[src/rtl/cla_pkg.sv]
// Shared types and helpers for the 16-bit two-level carry-lookahead adder.
// Optional input register stage is controlled by CLA_INPUT_REG_EN in the top.
package cla_pkg;

    localparam int CLA_WIDTH = 16;
    localparam int CLA_BLOCK = 4;
    localparam int CLA_NBLK  = 4;

    typedef logic [CLA_WIDTH-1:0] operand_t;

    typedef struct packed {
        logic p;
        logic g;
    } pg_t;

    // Group propagate/generate of four ordered (p,g) pairs, index 3 most significant.
    function automatic pg_t group_pg(input logic [3:0] p_in, input logic [3:0] g_in);
        pg_t res;
        res.p = p_in[3] & p_in[2] & p_in[1] & p_in[0];
        res.g = g_in[3]
              | (p_in[3] & g_in[2])
              | (p_in[3] & p_in[2] & g_in[1])
              | (p_in[3] & p_in[2] & p_in[1] & g_in[0]);
        return res;
    endfunction

endpackage

[src/rtl/cla_16bit_with_lcu_if.sv]
// Operand/result bundle of the 16-bit CLA; master drives operands, slave returns results.
interface cla_16bit_with_lcu_if;
    import cla_pkg::*;

    operand_t in1;
    operand_t in2;
    logic     c_in;
    operand_t sum;
    logic     c_out;
    logic     p;
    logic     g;

    modport master (output in1, output in2, output c_in,
                    input  sum, input  c_out, input  p, input  g);
    modport slave  (input  in1, input  in2, input  c_in,
                    output sum, output c_out, output p, output g);
endinterface

[src/rtl/cla_16bit_with_lcu_cla_4bit.sv]
// 4-bit carry-lookahead block with fully expanded internal carries and block P/G.
module cla_4bit
    import cla_pkg::*;
(
    input  logic [3:0] a,
    input  logic [3:0] b,
    input  logic       cin,
    output logic [3:0] s,
    output logic       P,
    output logic       G
);

    logic [3:0] p_s;
    logic [3:0] g_s;
    logic [3:0] c_s;
    pg_t        blk_s;

    // Bit propagate/generate and two-level carries; no carry depends on another carry.
    always_comb begin
        p_s    = a ^ b;
        g_s    = a & b;
        c_s[0] = cin;
        c_s[1] = g_s[0] | (p_s[0] & cin);
        c_s[2] = g_s[1] | (p_s[1] & g_s[0]) | (p_s[1] & p_s[0] & cin);
        c_s[3] = g_s[2] | (p_s[2] & g_s[1]) | (p_s[2] & p_s[1] & g_s[0])
               | (p_s[2] & p_s[1] & p_s[0] & cin);
        s      = p_s ^ c_s;
        blk_s  = group_pg(p_s, g_s);
        P      = blk_s.p;
        G      = blk_s.g;
    end

endmodule

[src/rtl/cla_16bit_with_lcu.sv]
// 16-bit adder: four cla_4bit blocks, a lookahead carry unit and a registered result.
// Defining CLA_INPUT_REG_EN adds an operand register, giving 2-cycle latency.
module cla_16bit_with_lcu
    import cla_pkg::*;
(
    input  logic                 clk,
    input  logic                 rst,
    cla_16bit_with_lcu_if.slave  bus
);

    operand_t            a_s;
    operand_t            b_s;
    logic                cin_s;
    operand_t            sum_s;
    logic [CLA_NBLK-1:0] blk_p_s;
    logic [CLA_NBLK-1:0] blk_g_s;
    logic [CLA_NBLK:0]   c_s;
    pg_t                 grp_s;

`ifdef CLA_INPUT_REG_EN
    operand_t a_r;
    operand_t b_r;
    logic     cin_r;

    // Operand capture stage; cleared by reset so no stale operation survives it.
    always_ff @(posedge clk or posedge rst) begin
        if (rst) begin
            a_r   <= 16'h0000;
            b_r   <= 16'h0000;
            cin_r <= 1'b0;
        end else begin
            a_r   <= bus.in1;
            b_r   <= bus.in2;
            cin_r <= bus.c_in;
        end
    end

    assign a_s   = a_r;
    assign b_s   = b_r;
    assign cin_s = cin_r;
`else
    assign a_s   = bus.in1;
    assign b_s   = bus.in2;
    assign cin_s = bus.c_in;
`endif

    for (genvar k = 0; k < CLA_NBLK; k++) begin : g_blk
        cla_4bit u_blk (
            .a   (a_s[k*CLA_BLOCK +: CLA_BLOCK]),
            .b   (b_s[k*CLA_BLOCK +: CLA_BLOCK]),
            .cin (c_s[k]),
            .s   (sum_s[k*CLA_BLOCK +: CLA_BLOCK]),
            .P   (blk_p_s[k]),
            .G   (blk_g_s[k])
        );
    end

    // Lookahead carry unit: every block carry-in is a flat sum of products of block P/G.
    always_comb begin
        c_s[0] = cin_s;
        c_s[1] = blk_g_s[0] | (blk_p_s[0] & cin_s);
        c_s[2] = blk_g_s[1] | (blk_p_s[1] & blk_g_s[0]) | (blk_p_s[1] & blk_p_s[0] & cin_s);
        c_s[3] = blk_g_s[2] | (blk_p_s[2] & blk_g_s[1]) | (blk_p_s[2] & blk_p_s[1] & blk_g_s[0])
               | (blk_p_s[2] & blk_p_s[1] & blk_p_s[0] & cin_s);
        c_s[4] = blk_g_s[3] | (blk_p_s[3] & blk_g_s[2]) | (blk_p_s[3] & blk_p_s[2] & blk_g_s[1])
               | (blk_p_s[3] & blk_p_s[2] & blk_p_s[1] & blk_g_s[0])
               | (blk_p_s[3] & blk_p_s[2] & blk_p_s[1] & blk_p_s[0] & cin_s);
        grp_s  = group_pg(blk_p_s, blk_g_s);
    end

    // Result register; asynchronous reset drops any in-flight result immediately.
    always_ff @(posedge clk or posedge rst) begin
        if (rst) begin
            bus.sum   <= 16'h0000;
            bus.c_out <= 1'b0;
            bus.p     <= 1'b0;
            bus.g     <= 1'b0;
        end else begin
            bus.sum   <= sum_s;
            bus.c_out <= c_s[4];
            bus.p     <= grp_s.p;
            bus.g     <= grp_s.g;
        end
    end

endmodule

[src/flat_wrapper.sv]
// flat-port wrapper written by rule: the top's interface ports become plain ports
module cla_16bit_with_lcu_flat import cla_pkg::*;
  (clk, rst, bus_in1, bus_in2, bus_c_in, bus_sum, bus_c_out, bus_p, bus_g);
  cla_16bit_with_lcu_if bus_i ();
  input  logic clk;
  input  logic rst;
  input wire logic [$bits(bus_i.in1)-1:0] bus_in1;
  input wire logic [$bits(bus_i.in2)-1:0] bus_in2;
  input wire logic [$bits(bus_i.c_in)-1:0] bus_c_in;
  output wire logic [$bits(bus_i.sum)-1:0] bus_sum;
  output wire logic [$bits(bus_i.c_out)-1:0] bus_c_out;
  output wire logic [$bits(bus_i.p)-1:0] bus_p;
  output wire logic [$bits(bus_i.g)-1:0] bus_g;
  assign bus_i.in1 = bus_in1;
  assign bus_i.in2 = bus_in2;
  assign bus_i.c_in = bus_c_in;
  assign bus_sum = bus_i.sum;
  assign bus_c_out = bus_i.c_out;
  assign bus_p = bus_i.p;
  assign bus_g = bus_i.g;
  cla_16bit_with_lcu u_core (.clk(clk), .rst(rst), .bus(bus_i));
endmodule
[config.mk]
export PLATFORM = sky130hd
export DESIGN_NAME = cla_16bit_with_lcu_flat
export DESIGN_NICKNAME = d
export VERILOG_FILES = /design/src/rtl/cla_pkg.sv /design/src/rtl/cla_16bit_with_lcu_if.sv /design/src/rtl/cla_16bit_with_lcu_cla_4bit.sv /design/src/rtl/cla_16bit_with_lcu.sv /design/src/flat_wrapper.sv
export SDC_FILE = /design/constraint.sdc
export NUM_CORES = 1
export LEC_CHECK = 0
export CORE_ASPECT_RATIO = 0.8
export CORE_UTILIZATION = 40
export DETAILED_ROUTE_END_ITERATION = 12
export GPL_ROUTABILITY_DRIVEN = 0
export PLACE_DENSITY = 0.85
export SLEW_MARGIN = 20
export SYNTH_ARGS = -nofsm -noshare
export SYNTH_HDL_FRONTEND = slang
export SYNTH_SLANG_ARGS = --single-unit
[constraint.sdc]
create_clock -name clk -period 1 [get_ports clk]
set_input_delay 0.2 -clock clk [delete_from_list [all_inputs] [get_ports clk]]
set_output_delay 0.2 -clock clk [all_outputs]
set_load 0.02 [all_outputs]
==> flow_metrics.py <==
metrics = {
    "die": {
        "fp.dieW_um": 63.1,
        "die-height_um": 50.9,
        "start_util": 0.426,
        "pin_count": 54,
        "dieArea_um2": 3210,
        "core_um2": 2810,
        "row_count": 17,
    },
    "power_and_ir_drop": {
        "power_frac_seq": 0.304,
        "sw_frac_of_total": 0.366,
        "peakVddDrop_mv": 1.01,
        "power.density_nw_per_um2": 1270,
        "combPwrFrac": 0.518,
        "clkPwrFrac": 0.178,
        "p_leak_nw": 1.19,
        "intPower_mw": 2.05,
        "switching_power_mw": 1.18,
    },
    "yosys": {
        "synth_warnings": 0,
        "synth_fa_ha_area_frac": 0.235,
        "async_flop_share": 1.00,
        "yosys-top-cells-count": "19 x dfrtp_1, 16 x ha_1, 8 x inv_1, 7 x xnor2_1, 6 x a21o_1",
        "yosysTopAreaCell": "dfrtp_1",
        "postSynthAreaPerCell_um2": 11.3,
        "yosys.area_share.simple": 0.0712,
        "synth_ff_type": "dfrtp_1",
        "synthMuxAreaShare": 0,
        "ys_seq_area_frac": 0.398,
        "synth_nets": 161,
        "synth_compound_area_frac": 0.180,
        "syn-cell-area_um2": 1190,
        "synth_xor_area_frac": 0.0880,
        "ys_ff_latch": 19,
        "netlist_instances": 106,
        "synth_cell_types": 30,
        "synth_top_area_share": 0.398,
        "synthTopCellsByArea": "dfrtp_1 40%, ha_1 17%, fa_1 6.7%",
        "synth_top_family_by_area": "adder cells",
        "synth-edff-count": 0,
        "synth_most_common_cell": "dfrtp_1",
    },
    "sta": {
        "tightest_slew_ns": 0.455,
        "fmax_mhz": 558,
        "slew_headroom": 0.694,
        "finalCritPeriodShare": 1.79,
        "rsz0062_at_grt": "true",
        "setup_slack_ns": -0.793,
        "finalHoldViolations": 0,
        "setup_viol": 24,
        "slew_viol_final": 0,
        "min_period_ns": 1.79,
    },
    "placed_design": {
        "dp.cells": 232,
        "hpwl_um": 2850,
        "dpl_worst_slack_ns": -1.37,
        "port_buffers": 53,
    },
    "critical_path": {
        "path_class": "input port to flop",
        "critical_path_depth": 9,
        "arrival_ns": 1.97,
        "cp.required_ns": 1.17,
        "worstSetupStartpointType": "input port",
        "critPathTopFamily": "adder cells",
        "critPathBufInv": 4,
        "end_kind": "flop",
        "crit_slowest_cell": "fa_2",
        "crit_chain": "buf_8, ha_4, a21o_4, a221oi_4, buf_4, buf_6, inv_6, fa_2, xor2_1",
        "cp_slowest_stage_delay_ns": 0.37,
        "crit_fanout": 4,
    },
    "drt": {
        "drc": 0,
        "detail-route-antenna-nets": 0,
        "vias": 1391,
        "viasPerCell": 5.52,
        "wl_um": 5770,
        "drtPass1Iterations": 4,
        "drtIter0Drc": 95,
        "avgRoutedWirePerCell_um": 22.9,
    },
    "clocking": {
        "cts_tree": "done",
        "htreeDepth": 1,
        "clockBufferDepth": 2,
        "cts_root_buffer": "clkbuf_8",
        "clk_pin_slew_ns": 0.08,
        "cts_made_buffers": 3,
        "cts_sinks": 19,
    },
    "grt": {
        "antenna_found_initial": 0,
        "first_global_vias": 1467,
        "grt_use_met1": 0.321,
        "grt_max_degree": 20,
        "top_usage_layer": "met2",
        "grt_usage": 0.301,
        "met3_usage": 0.0424,
        "grt_pass1_wl_um": 7180,
        "met2_usage": 0.591,
        "grt_overflow": 0,
    },
    "cells_and_area": {
        "seq_area_um2": 475,
        "multiInputGateArea_um2": 1020,
        "layout-drive-gt1-share": 0.664,
        "finalNetCount": 270,
        "nFillCells": 110,
        "fin_cells": 252,
        "utilization": 0.909,
        "diodes": 0,
        "syn2layout_area_growth_pct": 114,
    },
    "status": {
        "outcome": "finished with violations",
        "violations": "negative setup slack",
    },
    "min_path": {
        "hp-class": "input port to asynchronous set/reset pin",
    },
    "job": {
        "cap_violations": 0,
    },
}
layout by cell type (no fill, tap or decap), types with 2 or more instances in the layout:
cell / instances
o21a_1: 2
xor2_1: 4
buf_8: 2
fa_2: 3
nor2_1: 3
nand4_1: 2
nor3_1: 2
nand2_1: 4
dfrtp_1: 19
xnor2_1: 6
a21o_1: 5
o21ai_2: 3
and3_4: 2
a21oi_2: 3
buf_4: 41
inv_1: 6
a21oi_1: 2
dlygate4sd2_1: 9
clkbuf_8: 3
buf_6: 36
buf_2: 13
a31oi_2: 2
ha_4: 16
worst max-delay path by stage:
| stage | end | slack (ns) | start |
|---|---|---|---|
| floorplan | u_core.bus.sum[13] | -0.83 | bus_in2[2] |
| global placement | u_core.bus.sum[9] | -1.31 | bus_in2[0] |
| detailed placement | u_core.bus.sum[13] | -1.37 | bus_in2[5] |
| CTS | u_core.bus.sum[13] | -0.70 | bus_in1[2] |
| global route | u_core.bus.sum[5] | -0.79 | bus_in2[2] |
| finish | u_core.bus.sum[5] | -0.79 | bus_in2[0] |
registers in the layout (all words and copies together), names as in the netlist:
name	count
u_core.bus.p	1
u_core.bus.g	1
u_core.bus.sum	16
u_core.bus.c_out	1
kinds of logic (layout without fill, tap and decap cells):
kind of cell	count (synthesis)	after routing
DFF	19	19
and+or+nand+nor	17	17
AOI/OAI and AO/OA	29	29
xor gates and xnor gates	12	12
buffers and inverters	9	117
adders and majority gates	20	20
worst min-delay path, cell delays in order:
cell	delay, ns
clkdlybuf4s50_1	0.40
inv_1	0.11
buf_12	0.17
per-stage QoR:
step / TNS (ns) / hold WS (ns) / total power, mW / cell area [um^2]
final: -10.45 / 0.266 / 3.23 / 2550
after global placement: -21.27 / 0.533 / 2.30 / 2220
after detailed placement: -22.43 / 0.550 / 2.37 / 2220
after global routing: -11.21 / 0.278 / 3.36 / 2550
after CTS: -8.73 / 0.284 / 2.89 / 2390
after floorplan: -8.38 / 0.151 / 1.63 / 1370
power groups by stage:
stage	clock, mW	sequential [mW]	combinational [mW]
5_1_grt	0.621	0.989	1.75
3_5_place_dp	0	0.977	1.39
6_report	0.577	0.983	1.68
3_3_place_gp	0	0.968	1.34
2_1_floorplan	0	1.17	0.462
4_1_cts	0.546	0.958	1.39
repair_timing:
item,in CTS,in global routing
hold buffers,0,0
endpoints found under the setup margin,38,26
setup buffers,12,6
pin swaps,34,26
resized for setup,222,39
final cells by class:
type | count | share of cell area
sequential | 19 | 0.186
multi-input combinational | 78 | 0.399
inverter | 9 | 0.0162
timing repair buffer | 104 | 0.361
tap | 38 | 0.0186
clock buffer | 3 | 0.0162
clock inverter | 1 | 0.00196
routing by layer:
layer  part of all wire  vias up
met2               0.51       97
met5                  0        -
met1               0.34      660
met4              0.078        0
li1                   -      595
met3              0.067       39
Note: power is estimated with default switching activity, not from simulation.
